File: src/rtl/uart_tx_frame.sv
// 8N1 UART transmitter with a one-entry holding register so the producer can
// queue the next byte mid-frame and frames go out back-to-back.
module uart_tx_frame #(
  parameter int baudrate       = 115_200,
  parameter int base_clk       = 50_000_000,
  parameter int clocks_per_bit = base_clk / baudrate
) (
  input  logic       clk,
  input  logic       rst,
  input  logic [7:0] tx_data,
  input  logic       tx_valid,
  output logic       tx_ready,
  output logic       serial_data_out,
  output logic       tx_busy,
  output logic       tx_done,
  output logic [7:0] leds
);

  localparam logic [31:0] CPB_M1 = 32'(clocks_per_bit - 1);

  typedef enum logic [1:0] {TX_IDLE, TX_START, TX_DATA, TX_STOP} state_e;

  state_e      state_q, state_d;
  logic [31:0] cnt_q, cnt_d;
  logic [2:0]  idx_q, idx_d;
  logic [7:0]  shift_q, shift_d;
  logic [7:0]  hold_q, hold_d;
  logic        hold_vld_q, hold_vld_d;
  logic        line_q, line_d;
  logic [7:0]  leds_q, leds_d;
  logic        wrap, accept, load;

  assign wrap            = (cnt_q == CPB_M1);
  assign tx_ready        = rst & ~hold_vld_q;
  assign accept          = tx_valid & tx_ready;
  assign tx_busy         = (state_q != TX_IDLE);
  assign tx_done         = (state_q == TX_STOP) & wrap;
  assign serial_data_out = line_q;
  assign leds            = leds_q;

  always_comb begin
    state_d    = state_q;
    cnt_d      = cnt_q;
    idx_d      = idx_q;
    shift_d    = shift_q;
    hold_d     = hold_q;
    hold_vld_d = hold_vld_q;
    leds_d     = leds_q;
    load       = 1'b0;

    case (state_q)
      TX_IDLE: load = hold_vld_q;
      TX_START: begin
        cnt_d = cnt_q + 32'd1;
        if (wrap) begin
          cnt_d   = '0;
          idx_d   = '0;
          state_d = TX_DATA;
        end
      end
      TX_DATA: begin
        cnt_d = cnt_q + 32'd1;
        if (wrap) begin
          cnt_d = '0;
          if (idx_q == 3'd7) state_d = TX_STOP;
          else               idx_d   = idx_q + 3'd1;
        end
      end
      TX_STOP: begin
        cnt_d = cnt_q + 32'd1;
        if (wrap) begin
          cnt_d = '0;
          if (hold_vld_q) load    = 1'b1;
          else            state_d = TX_IDLE;
        end
      end
      default: begin
        state_d = TX_IDLE;
        cnt_d   = '0;
        idx_d   = '0;
      end
    endcase

    // Load and accept are exclusive: accept needs an empty hold, load a full one.
    if (load) begin
      shift_d    = hold_q;
      leds_d     = hold_q;
      hold_vld_d = 1'b0;
      cnt_d      = '0;
      state_d    = TX_START;
    end else if (accept) begin
      hold_d     = tx_data;
      hold_vld_d = 1'b1;
    end

    // Line register follows the state being entered so the start bit appears
    // on the same edge that loads the byte.
    case (state_d)
      TX_START: line_d = 1'b0;
      TX_DATA:  line_d = shift_d[idx_d];
      default:  line_d = 1'b1;
    endcase
  end

  always_ff @(posedge clk or negedge rst) begin
    if (!rst) begin
      state_q    <= TX_IDLE;
      cnt_q      <= '0;
      idx_q      <= '0;
      shift_q    <= '0;
      hold_q     <= '0;
      hold_vld_q <= 1'b0;
      line_q     <= 1'b1;
      leds_q     <= '0;
    end else begin
      state_q    <= state_d;
      cnt_q      <= cnt_d;
      idx_q      <= idx_d;
      shift_q    <= shift_d;
      hold_q     <= hold_d;
      hold_vld_q <= hold_vld_d;
      line_q     <= line_d;
      leds_q     <= leds_d;
    end
  end

endmodule

File: config.mk
export PLATFORM = sky130hd
export DESIGN_NAME = uart_tx_frame
export DESIGN_NICKNAME = d
export VERILOG_FILES = /design/src/rtl/uart_tx_frame.sv
export SDC_FILE = /design/constraint.sdc
export NUM_CORES = 1
export LEC_CHECK = 0
export BUFFER_PORTS_ARGS = -buffer_cell sky130_fd_sc_hd__buf_2
export CAP_MARGIN = 20
export CORE_MARGIN = 2
export CORE_UTILIZATION = 51
export CTS_CLUSTER_SIZE = 14
export DETAILED_ROUTE_END_ITERATION = 8
export PLACE_DENSITY = 0.69
export RECOVER_POWER = 50
export SYNTH_ARGS = -nofsm -noshare
export SYNTH_HDL_FRONTEND = slang
export SYNTH_SLANG_ARGS = --single-unit
File: constraint.sdc
create_clock -name clk -period 3.15 [get_ports clk]
set_input_delay 0.1575 -clock clk [delete_from_list [all_inputs] [get_ports clk]]
set_output_delay 0.1575 -clock clk [all_outputs]
set_load 0.005 [all_outputs]
==> metrics.cfg, run 1 <==
[logic_synthesis]
synth.area.mux_share_pct=6.14
synth_area_per_cell_sq_um=9.94
synth.top_cell.area_share_pct=46.4
ys_types=61
synth_top_family_by_area=simple AND/OR/NAND/NOR gates
synth-simple-area-share_pct=24.0
syn-num-nets=355
synth-seq-cells=63
post-synth-top-area-cell=dfrtp_1
synthArstFlopShare_pct=100
synthAdderAreaFrac_pct=3.00
synthTopCellsByCount=dfrtp_1 (62), nand2_1 (41), nor2_1 (36)
synth_xor_area_share_pct=3.93
synth_edf_count=0
synth_compound_area_share_pct=11.9
synth.most_common_cell=dfrtp_1
synth.area.top_cells=dfrtp_1 (46%), nand2_1 (4.6%), nor2_1 (4.0%)
yosys_most_used_dff=dfrtp_1
ys_warn_count=0
synth_area_sq_mm=0.00334
synthCells=336
yosysSeqAreaShare_pct=47.2

[timing]
layout_worst_path_cycle_share_pct=89.6
setup_tns_ns=0
slew_headroom_pct=-6.11
finalClockSkew_ns=0.00759
rsz0062_at_grt=no
tightestPinTransition_ns=1.59
hold_ws_ns=0.0388
maxClockFrequency_ghz=0.354
slew_violations=65
setup_viol=0
hold_violations=0
fin_crit_ns=2.82

[clocking]
clk_path_buf_depth=2
cts_setup_buffers=0
cts_root_buf=clkbuf_8
clkTransAtPathRegs_ns=0.07
numCtsBuffers=9
clock_latency_ns=0.34
cts.sinks=63
cts_resized=0
cts-htree-levels=3
ctsHoldBuffers=0
cts_tree=built

[detailed_routing]
totalWireLength_um=6940
antenna_left=0
drt_first_pass_iters=4
drt-initial-drc-count=166
avgViaCountPerCell=5.63
wl_per_cell_um=15.4
vias=2539
drc=0

[setup_path]
reg2reg_from=cnt_q[0]$_DFFE_PN0P_
startpoint=cnt_q[0]$_DFFE_PN0P_
r2r_setup_slack_ns=0.33
rr_worst_depth=9
critPathMaxFanout=11
r2r-end=serial_data_out$_DFF_PN1_
worst_ep_required_time_ns=3.42
critical_path_class=reg -> reg
crit_path_start_kind=register
end_kind=register
endpoint=serial_data_out$_DFF_PN1_
cp.arrival_ns=3.09

[final_layout]
fin_area_sq_mm=0.00378
instances_no_fill=451
drive_gt1_share_pct=20.1
fin_util_pct=59.5
area_growth_pct=13.1
n_antenna_cell=0
nNetsFinal=388

[outcome]
violations=max-capacitance violations, max-slew violations
status=finished with violations

[power]
leakage_nw=1.76
ir_drop_uv=532
power_density_mw_per_mm2=801

[floorplanning]
row_count=29
start_util_pct=52.6
ios=23
core_area_sq_mm=0.00635
die-area_sq_mm=0.00721
die_y_um=84.9
die_w_um=84.9

[global_routing]
grt_pass1_vias=2362
grt_max_degree=65
antenna_found_initial=0
grt_pass1_wl_um=11800
grt_util_all_layers_pct=20.9
overflow=0

[placement]
portBuffers=22
gp_congestion=0.871
placedCellCount=435
hpwlAfterDp_um=4880
dpl_cell_area_sq_mm=0.00356

[flow_run]
maxCapViolCount=1

[hold_path]
hp-class=in -> reg

-- worst min-delay path by stage --
stage	from	to	slack (ns)	cells past startpoint
2_1_floorplan	rst	cnt_q[0]$_DFFE_PN0P_	-0.14	0
3_3_place_gp	tx_data[3]	hold_q[3]$_DFFE_PN0P_	0.39	2
3_5_place_dp	tx_data[6]	hold_q[6]$_DFFE_PN0P_	0.39	2
4_1_cts	tx_data[5]	hold_q[5]$_DFFE_PN0P_	0.03	2
5_1_grt	tx_data[7]	hold_q[7]$_DFFE_PN0P_	0.02	2
6_report	tx_data[5]	hold_q[5]$_DFFE_PN0P_	0.04	2
-- layer usage --
metal | track usage (%) | routed length [um]
met2 | 27.8 | 3010
met4 | 7.79 | 76
met1 | 32.1 | 3520
met5 | 0 | 0
met3 | 5.93 | 329
-- flip-flops by register name, indices dropped and copies added, names as in the netlist --
name / count
cnt_q: 32
hold_q: 8
leds: 8
shift_q: 8
idx_q: 3
state_q: 2
hold_vld_q: 1
serial_data_out: 1
-- logic make-up (layout without fill, tap and decap cells) --
kind of cell / after synthesis / count (layout)
compound gates: 59 / 59
xor+xnor: 15 / 15
fa+ha+maj: 8 / 8
buf+inv: 29 / 67
flops: 63 / 63
mux: 18 / 18
simple gates: 144 / 144
-- metrics by stage --
step           total power, W  worst slack, ns
5_1_grt               0.00323            0.147
6_report              0.00303            0.328
4_1_cts               0.00305            0.314
3_5_place_dp          0.00224            0.327
2_1_floorplan         0.00192            0.575
3_3_place_gp          0.00221            0.349
-- cell type report --
cell class,count,area (sq um)
Fill cell,532,2570
Multi-Input combinational cell,244,1640
Sequential cell,63,1580
Timing Repair Buffer,30,165
Clock buffer,10,138
Tap cell,77,96.3
Clock inverter,6,83.8
Inverter,21,78.8
-- placed cells by master, fill, tap and decap left out, types with 3 or more instances in the layout --
cell       netlist  final
dfrtp_1         62     62
nand2_1         41     41
nor2_1          36     36
inv_1           21     21
a21oi_1         20     20
buf_2            2     20
o21ai_0         16     16
xnor2_1         12     12
mux2_2          10     10
clkbuf_8         1     10
nor3_1           9      9
nand3_1          9      9
or3_1            9      9
ha_1             8      8
mux2i_1          7      7
buf_4            1      7
nor4_1           5      5
o211ai_1         4      4
nand4_1          3      3
nor2b_1          3      3
o2111ai_1        3      3
and2_1           3      3
nand3b_1         3      3
xor2_1           3      3
clkinv_2         0      3
-- critical path, stage by stage (launching register included) --
cell and delay [ns]:
dfrtp_1 0.44, ha_1 0.23, and4b_2 0.24, nand4_2 0.17, nor3_1 0.09, o21ai_2 0.47
mux2i_1 0.20, mux4_2 0.49, or2_0 0.22, a41oi_2 0.20
-- where the power goes --
part | internal, W | switching (W) | leakage (nW) | total (W)
sequential | 0.00102 | 0.000147 | 0.824 | 0.00117
combinational | 0.000439 | 0.000625 | 0.818 | 0.00106
clock | 0.000464 | 0.000332 | 0.116 | 0.000796
total | 0.00192 | 0.00110 | 1.76 | 0.00303
Note: power is estimated with default switching activity, not from simulation.
==> run 2: changes to the inputs <==
--- a/config.mk
+++ b/config.mk
@@ -8,10 +8,10 @@
 export BUFFER_PORTS_ARGS = -buffer_cell sky130_fd_sc_hd__buf_2
 export CAP_MARGIN = 20
 export CORE_MARGIN = 2
-export CORE_UTILIZATION = 51
+export CORE_UTILIZATION = 55
 export CTS_CLUSTER_SIZE = 14
 export DETAILED_ROUTE_END_ITERATION = 8
-export PLACE_DENSITY = 0.69
+export PLACE_DENSITY = 0.74
 export RECOVER_POWER = 50
 export SYNTH_ARGS = -nofsm -noshare
 export SYNTH_HDL_FRONTEND = slang
==> run 2 against run 1 <==
Compared with the run above:
- the run still ends with max-capacitance violations, max-slew violations left
- first-iteration DRC count fell by 15%
- register-to-register slack worse by 0.08 ns
- critical path type unchanged
- total power increased by 2.3%
- setup slack worse by 0.081 ns
- utilization up 5.1 points
- non-clock buffer count up 1
- critical path depth up 1
- die area decreased by 6.9%
- sequential cell count unchanged
- hold slack improved by 0.010 ns
- wire length increased by 1.2%
==> metrics.cfg, run 2 (same netlist as run 1, synthesis figures left out) <==
[power]
leakage_nw=1.75  ; was 1.76 nW
p_switching_w=0.00110  ; about the same
power_w=0.00310  ; was 0.00303 W
swShare_pct=35.4  ; was 36.4%
pwr-share-seq_pct=37.8  ; was 38.5%
internal_power_w=0.00200  ; was 0.00192 W
ir_drop_uv=543  ; was 532 uV
clkPwrFrac_pct=27.8  ; was 26.3%
power_frac_comb_pct=34.4  ; was 35.2%
power_density_mw_per_mm2=815  ; was 801 mW/mm^2

[detailed_routing]
totalWireLength_um=7020  ; was 6940 um
drc=0  ; unchanged
drt-initial-drc-count=141  ; was 166
wl_per_cell_um=15.6  ; was 15.4 um
drt_first_pass_iters=4  ; unchanged
avgViaCountPerCell=5.68  ; was 5.63
vias=2558  ; was 2539
antenna_left=0  ; unchanged

[setup_path]
reg2reg_from=cnt_q[1]$_DFFE_PN0P_  ; was cnt_q[0]$_DFFE_PN0P_
critPathMaxFanout=11  ; unchanged
crit_path_start_kind=register  ; unchanged
worst_ep_required_time_ns=3.41  ; was 3.42 ns
rr_worst_depth=10  ; was 9
r2r-end=serial_data_out$_DFF_PN1_  ; unchanged
cp.arrival_ns=3.16  ; was 3.09 ns
end_kind=register  ; unchanged
r2r_setup_slack_ns=0.25  ; was 0.33 ns
critical_path_class=reg -> reg  ; unchanged

[final_layout]
regMostFlops=cnt_q  ; unchanged
final_cell_mix=dfrtp_1 (62), nand2_1 (41), nor2_1 (36)  ; unchanged
drive_gt1_share_pct=18.4  ; was 20.1%
fillers=496  ; was 532
area_growth_pct=13.7  ; was 13.1%
nNetsFinal=389  ; was 388
final_common_cell=dfrtp_1  ; unchanged
n_antenna_cell=0  ; unchanged
largest_register_ffs=32  ; unchanged

[floorplanning]
die-area_sq_mm=0.00671  ; was 0.00721 sq mm
core_area_sq_mm=0.00589  ; was 0.00635 sq mm
start_util_pct=56.8  ; was 52.6%
die_w_um=81.9  ; was 84.9 um
row_count=28  ; was 29
die_y_um=81.9  ; was 84.9 um
ios=23  ; unchanged

[hold_path]
hp-start=tx_data[1]  ; was tx_data[5]
hp-class=in -> reg  ; unchanged
hold_end=hold_q[1]$_DFFE_PN0P_  ; was hold_q[5]$_DFFE_PN0P_
whs_path_depth=2  ; unchanged

[global_routing]
grt_util_all_layers_pct=23.3  ; was 20.9%
grt_pass1_wl_um=11900  ; was 11800 um
grt_pass1_vias=2417  ; was 2362
overflow=0  ; unchanged
antenna_found_initial=0  ; unchanged
grt_max_degree=36  ; was 65

[flow_run]
maxCapViolCount=2  ; was 1

[clocking]
cts_tree=built  ; unchanged
numCtsBuffers=9  ; unchanged
clock_latency_ns=0.34  ; about the same
cts_resized=0  ; unchanged
ctsHoldBuffers=1  ; was 0
clkTransAtPathRegs_ns=0.07  ; about the same
cts-htree-levels=3  ; unchanged
cts_root_buf=clkbuf_8  ; unchanged
cts_setup_buffers=0  ; unchanged
clk_path_buf_depth=2  ; unchanged
cts.sinks=63  ; unchanged

[timing]
rsz0062_at_grt=no  ; unchanged
finalClockSkew_ns=0.00744  ; was 0.00759 ns
setup_tns_ns=0  ; unchanged
setup_viol=0  ; unchanged
maxClockFrequency_ghz=0.345  ; was 0.354 GHz
tightestPinTransition_ns=1.84  ; was 1.59 ns
slew_violations=66  ; was 65
hold_violations=0  ; unchanged
fin_crit_ns=2.90  ; was 2.82 ns
slew_headroom_pct=-22.8  ; was -6.11%
layout_worst_path_cycle_share_pct=92.1  ; was 89.6%

[placement]
portBuffers=22  ; unchanged
hpwlAfterDp_um=5090  ; was 4880 um
gp_congestion=0.875  ; was 0.871

[outcome]
status=finished with violations  ; unchanged
violations=max-capacitance violations, max-slew violations  ; unchanged

run 2: cell count changes in the layout (fill, tap and decap cells not counted), sizes merged:
cell         previous run  this run
dlygate4sd3             0         1
bufinv                  2         3
clkinvlp                0         1
clkinv                  4         2
buf                    27        22
clkbuf                 13        18
run 2: worst max-delay path, cell delays in order (launching register included):
cell and delay [ns]:
dfrtp_1 0.42, inv_1 0.07, ha_1 0.20, and4b_2 0.26, nand4_2 0.16, nor3_1 0.09, o21ai_2 0.49, mux2i_1 0.21
mux4_2 0.50, or2_0 0.22, a41oi_2 0.20
run 2: cell type report:
cell class / count / area, sq um / area share (%)
Multi-Input combinational cell: 244 / 1640 / 43.1
Sequential cell: 63 / 1580 / 41.5
Timing Repair Buffer: 31 / 165 / 4.35
Clock buffer: 10 / 138 / 3.62
Clock inverter: 6 / 108 / 2.83
Tap cell: 75 / 93.8 / 2.47
Inverter: 21 / 78.8 / 2.08
run 2: power groups by stage:
stage	registers [W]	clock network [W]	logic (W)
after floorplan	0.00114	0	0.000774
after global placement	0.00117	0	0.00104
after detailed placement	0.00118	0	0.00106
after CTS	0.00117	0.000872	0.00108
after global routing	0.00120	0.000904	0.00118
final	0.00117	0.000861	0.00106
run 2: metal layers:
layer	track usage (%)	part of all wire [%]	routed length (um)	vias to the layer above
li1	-	-	-	1245
met5	0	0	0	-
met4	8.50	1.0	70	0
met3	4.07	4.7	327	8
met2	32.6	44	3120	58
met1	35.9	50	3510	1247
run 2: worst max-delay path by stage:
stage / from / endpoint / slack [ns] / depth (start not counted)
floorplan: cnt_q[1]$_DFFE_PN0P_ / serial_data_out$_DFF_PN1_ / 0.57 / 11
global placement: cnt_q[0]$_DFFE_PN0P_ / serial_data_out$_DFF_PN1_ / 0.36 / 9
detailed placement: cnt_q[0]$_DFFE_PN0P_ / serial_data_out$_DFF_PN1_ / 0.33 / 9
CTS: cnt_q[1]$_DFFE_PN0P_ / cnt_q[22]$_DFFE_PN0P_ / 0.26 / 9
global route: cnt_q[1]$_DFFE_PN0P_ / cnt_q[22]$_DFFE_PN0P_ / 0.05 / 9
finish: cnt_q[1]$_DFFE_PN0P_ / serial_data_out$_DFF_PN1_ / 0.25 / 10
run 2: stage by stage:
step	cells	util [%]	cell area, sq um	setup slack (ns)	hold slack [ns]
final	450	64.5	3800	0.248	0.0489
after detailed placement	433	60.5	3560	0.331	0.275
after CTS	450	64.8	3810	0.263	0.0449
after global routing	450	64.5	3800	0.0493	0.0547
after floorplan	336	-	3340	0.575	-0.138
after global placement	433	60.5	3560	0.356	0.277
==> run 3: changes to the inputs <==
--- a/config.mk
+++ b/config.mk
@@ -8,11 +8,12 @@
 export BUFFER_PORTS_ARGS = -buffer_cell sky130_fd_sc_hd__buf_2
 export CAP_MARGIN = 20
 export CORE_MARGIN = 2
-export CORE_UTILIZATION = 55
+export CORE_UTILIZATION = 54
 export CTS_CLUSTER_SIZE = 14
 export DETAILED_ROUTE_END_ITERATION = 8
-export PLACE_DENSITY = 0.74
+export PLACE_DENSITY = 0.75
 export RECOVER_POWER = 50
+export SETUP_SLACK_MARGIN = 0.3
 export SYNTH_ARGS = -nofsm -noshare
 export SYNTH_HDL_FRONTEND = slang
 export SYNTH_SLANG_ARGS = --single-unit
==> constraint.sdc (replaced) <==
create_clock -name clk -period 2.45 [get_ports clk]
set_input_delay 0.1225 -clock clk [delete_from_list [all_inputs] [get_ports clk]]
set_output_delay 0.1225 -clock clk [all_outputs]
set_load 0.005 [all_outputs]
==> run 3 against run 2 <==
Compared with the run above:
- the flow finishes with violations (max-capacitance violations, max-slew violations, negative setup slack)
- critical path type unchanged
- final cell count increased by 10%
- fmax grew 12%
- largest power group is now combinational logic
- largest cell class unchanged
- non-clock buffer count grew 45
- hold slack worse by 0.032 ns
==> metrics.cfg, run 3 (same netlist as run 1, synthesis figures left out) <==
[outcome]
status=finished with violations  ; unchanged
violations=max-capacitance violations, max-slew violations, negative setup slack  ; was max-capacitance violations, max-slew violations

[timing]
maxClockFrequency_ghz=0.386  ; was 0.345 GHz
tightestPinTransition_ns=1.56  ; was 1.84 ns
finalClockSkew_ns=0.00952  ; was 0.00744 ns
setup_viol=4  ; was 0
fin_ws_ns=-0.139  ; was 0.248 ns
rsz0062_at_grt=yes  ; was no
slew_violations=65  ; was 66
hold_ws_ns=0.0170  ; was 0.0489 ns
hold_violations=0  ; unchanged
layout_worst_path_cycle_share_pct=106  ; was 92.1%
slew_headroom_pct=-3.78  ; was -22.8%
fin_crit_ns=2.59  ; was 2.90 ns

[placement]
gp_congestion=0.859  ; was 0.875
place_ws_ns=-0.105  ; was 0.331 ns
portBuffers=22  ; unchanged
dpl_cell_area_sq_mm=0.00386  ; was 0.00356 sq mm
hpwlAfterDp_um=5370  ; was 5090 um

[flow_run]
maxCapViolCount=1  ; was 2

[power]
ir_drop_uv=927  ; was 543 uV
power_density_mw_per_mm2=986  ; was 815 mW/mm^2
leakage_nw=2.00  ; was 1.75 nW
power_w=0.00436  ; was 0.00310 W

[clocking]
clock_latency_ns=0.34  ; about the same
cts_tree=built  ; unchanged
cts.sinks=63  ; unchanged
clkTransAtPathRegs_ns=0.07  ; about the same
cts_root_buf=clkbuf_8  ; unchanged
clk_path_buf_depth=2  ; unchanged
cts-htree-levels=3  ; unchanged
numCtsBuffers=9  ; unchanged

[final_layout]
final_cell_mix=dfrtp_1 (62), buf_4 (41), nand2_1 (39)  ; was dfrtp_1 (62), nand2_1 (41), nor2_1 (36)
final_common_cell=dfrtp_1  ; unchanged
fillers=400  ; was 496
regMostFlops=cnt_q  ; unchanged
multi_input_area_sq_mm=0.00190  ; was 0.00164 sq mm
largest_register_ffs=32  ; unchanged
seqCellArea_sq_mm=0.00158  ; unchanged
drive_gt1_share_pct=35.4  ; was 18.4%
fin_area_sq_mm=0.00442  ; was 0.00380 sq mm
area_growth_pct=32.2  ; was 13.7%
nNetsFinal=435  ; was 389
n_antenna_cell=0  ; unchanged

[floorplanning]
core_area_sq_mm=0.00596  ; was 0.00589 sq mm
row_count=28  ; unchanged
ios=23  ; unchanged
die_w_um=82.7  ; was 81.9 um
die-area_sq_mm=0.00683  ; was 0.00671 sq mm
die_y_um=82.7  ; was 81.9 um
start_util_pct=56.1  ; was 56.8%

[detailed_routing]
drt_first_pass_iters=4  ; unchanged
antenna_left=0  ; unchanged
vias=2865  ; was 2558
drc=0  ; unchanged
avgViaCountPerCell=5.78  ; was 5.68
drt-initial-drc-count=157  ; was 141
totalWireLength_um=8230  ; was 7020 um
wl_per_cell_um=16.6  ; was 15.6 um

[setup_path]
critical_path.cell_chain=nor4_4 > nand4_4 > nor3_4 > buf_6 > o21ai_4 > mux2i_2 > mux4_2 > or2_0 > a41oi_2  ; was inv_1 > ha_1 > and4b_2 > nand4_2 > nor3_1 > o21ai_2 > mux2i_1 > mux4_2 > or2_0 > a41oi_2
rr_worst_depth=9  ; was 10
reg2reg_from=cnt_q[19]$_DFFE_PN0P_  ; was cnt_q[1]$_DFFE_PN0P_
startpoint=cnt_q[19]$_DFFE_PN0P_  ; was cnt_q[1]$_DFFE_PN0P_
cpPeakStageDelay_ns=0.46  ; was 0.50 ns
worst_ep_required_time_ns=2.71  ; was 3.41 ns
cp.arrival_ns=2.84  ; was 3.16 ns
crit_path_start_kind=register  ; unchanged
end_kind=register  ; unchanged
r2r-end=serial_data_out$_DFF_PN1_  ; unchanged
cpMaxStageDelayCell=mux4_2  ; unchanged
endpoint=serial_data_out$_DFF_PN1_  ; unchanged
critical_path_class=reg -> reg  ; unchanged
r2r_setup_slack_ns=-0.14  ; was 0.25 ns
critPathMaxFanout=5  ; was 11

[global_routing]
grt_pass1_wl_um=12700  ; was 11900 um
overflow=0  ; unchanged
antenna_found_initial=0  ; unchanged
grt_max_degree=65  ; was 36
grt_pass1_vias=2697  ; was 2417
grt_util_all_layers_pct=24.9  ; was 23.3%

[hold_path]
hp-class=in -> reg  ; unchanged

[run 3: layout make-up]
cell class	instances	area share, %
Multi-Input combinational cell	245	43.0
Sequential cell	63	35.7
Inverter	21	1.78
Timing Repair Buffer	76	12.8
Clock inverter	7	1.81
Tap cell	75	2.12
Clock buffer	9	2.80
[run 3: power by group]
part	leakage [nW]	internal (W)	switching (W)
combinational	1.08	0.000871	0.00108
sequential	0.824	0.00131	0.000179
clock	0.0964	0.000479	0.000431
[run 3: metal layers]
| layer | share of wire [%] | track usage (%) |
|---|---|---|
| met3 | 3.8 | 3.91 |
| met2 | 53 | 42.5 |
| met1 | 42 | 31.6 |
| met4 | 1.9 | 10.5 |
| met5 | 0 | 0 |
[run 3: worst min path at each step]
stage	from	cells past startpoint	end	slack, ns
floorplan	rst	0	cnt_q[0]$_DFFE_PN0P_	-0.17
global placement	tx_data[5]	2	hold_q[5]$_DFFE_PN0P_	0.36
detailed placement	tx_data[0]	2	hold_q[0]$_DFFE_PN0P_	0.36
CTS	tx_data[4]	2	hold_q[4]$_DFFE_PN0P_	0.009
global route	tx_data[2]	2	hold_q[2]$_DFFE_PN0P_	0.008
finish	tx_data[5]	2	hold_q[5]$_DFFE_PN0P_	0.02
[run 3: worst max-delay path: cells and delay by family (launching register included)]
kind	cells	cell delay (ns)
buffers and inverters	1	0.14
muxes	2	0.64
and+or+nand+nor	4	1.04
AOI/OAI and AO/OA	2	0.24
DFF	1	0.44
[run 3: repair_timing]
item | in CTS | in global routing
hold endpoints to repair | 0 | 1
setup endpoints to repair | 27 | 36
pin swaps | 18 | 9
buffers inserted | 10 | 6
gates cloned | 1 | 1
hold buffers | 0 | 1
resized for setup | 28 | 16
[run 3: metrics by stage]
stage	TNS, ns	cells	util [%]
after floorplan	-0.0261	336	-
after global placement	-0.0534	461	64.9
after detailed placement	-0.206	461	64.9
after CTS	-0.0626	488	72.1
after global routing	-1.83	496	74.2
final	-0.210	496	74.2
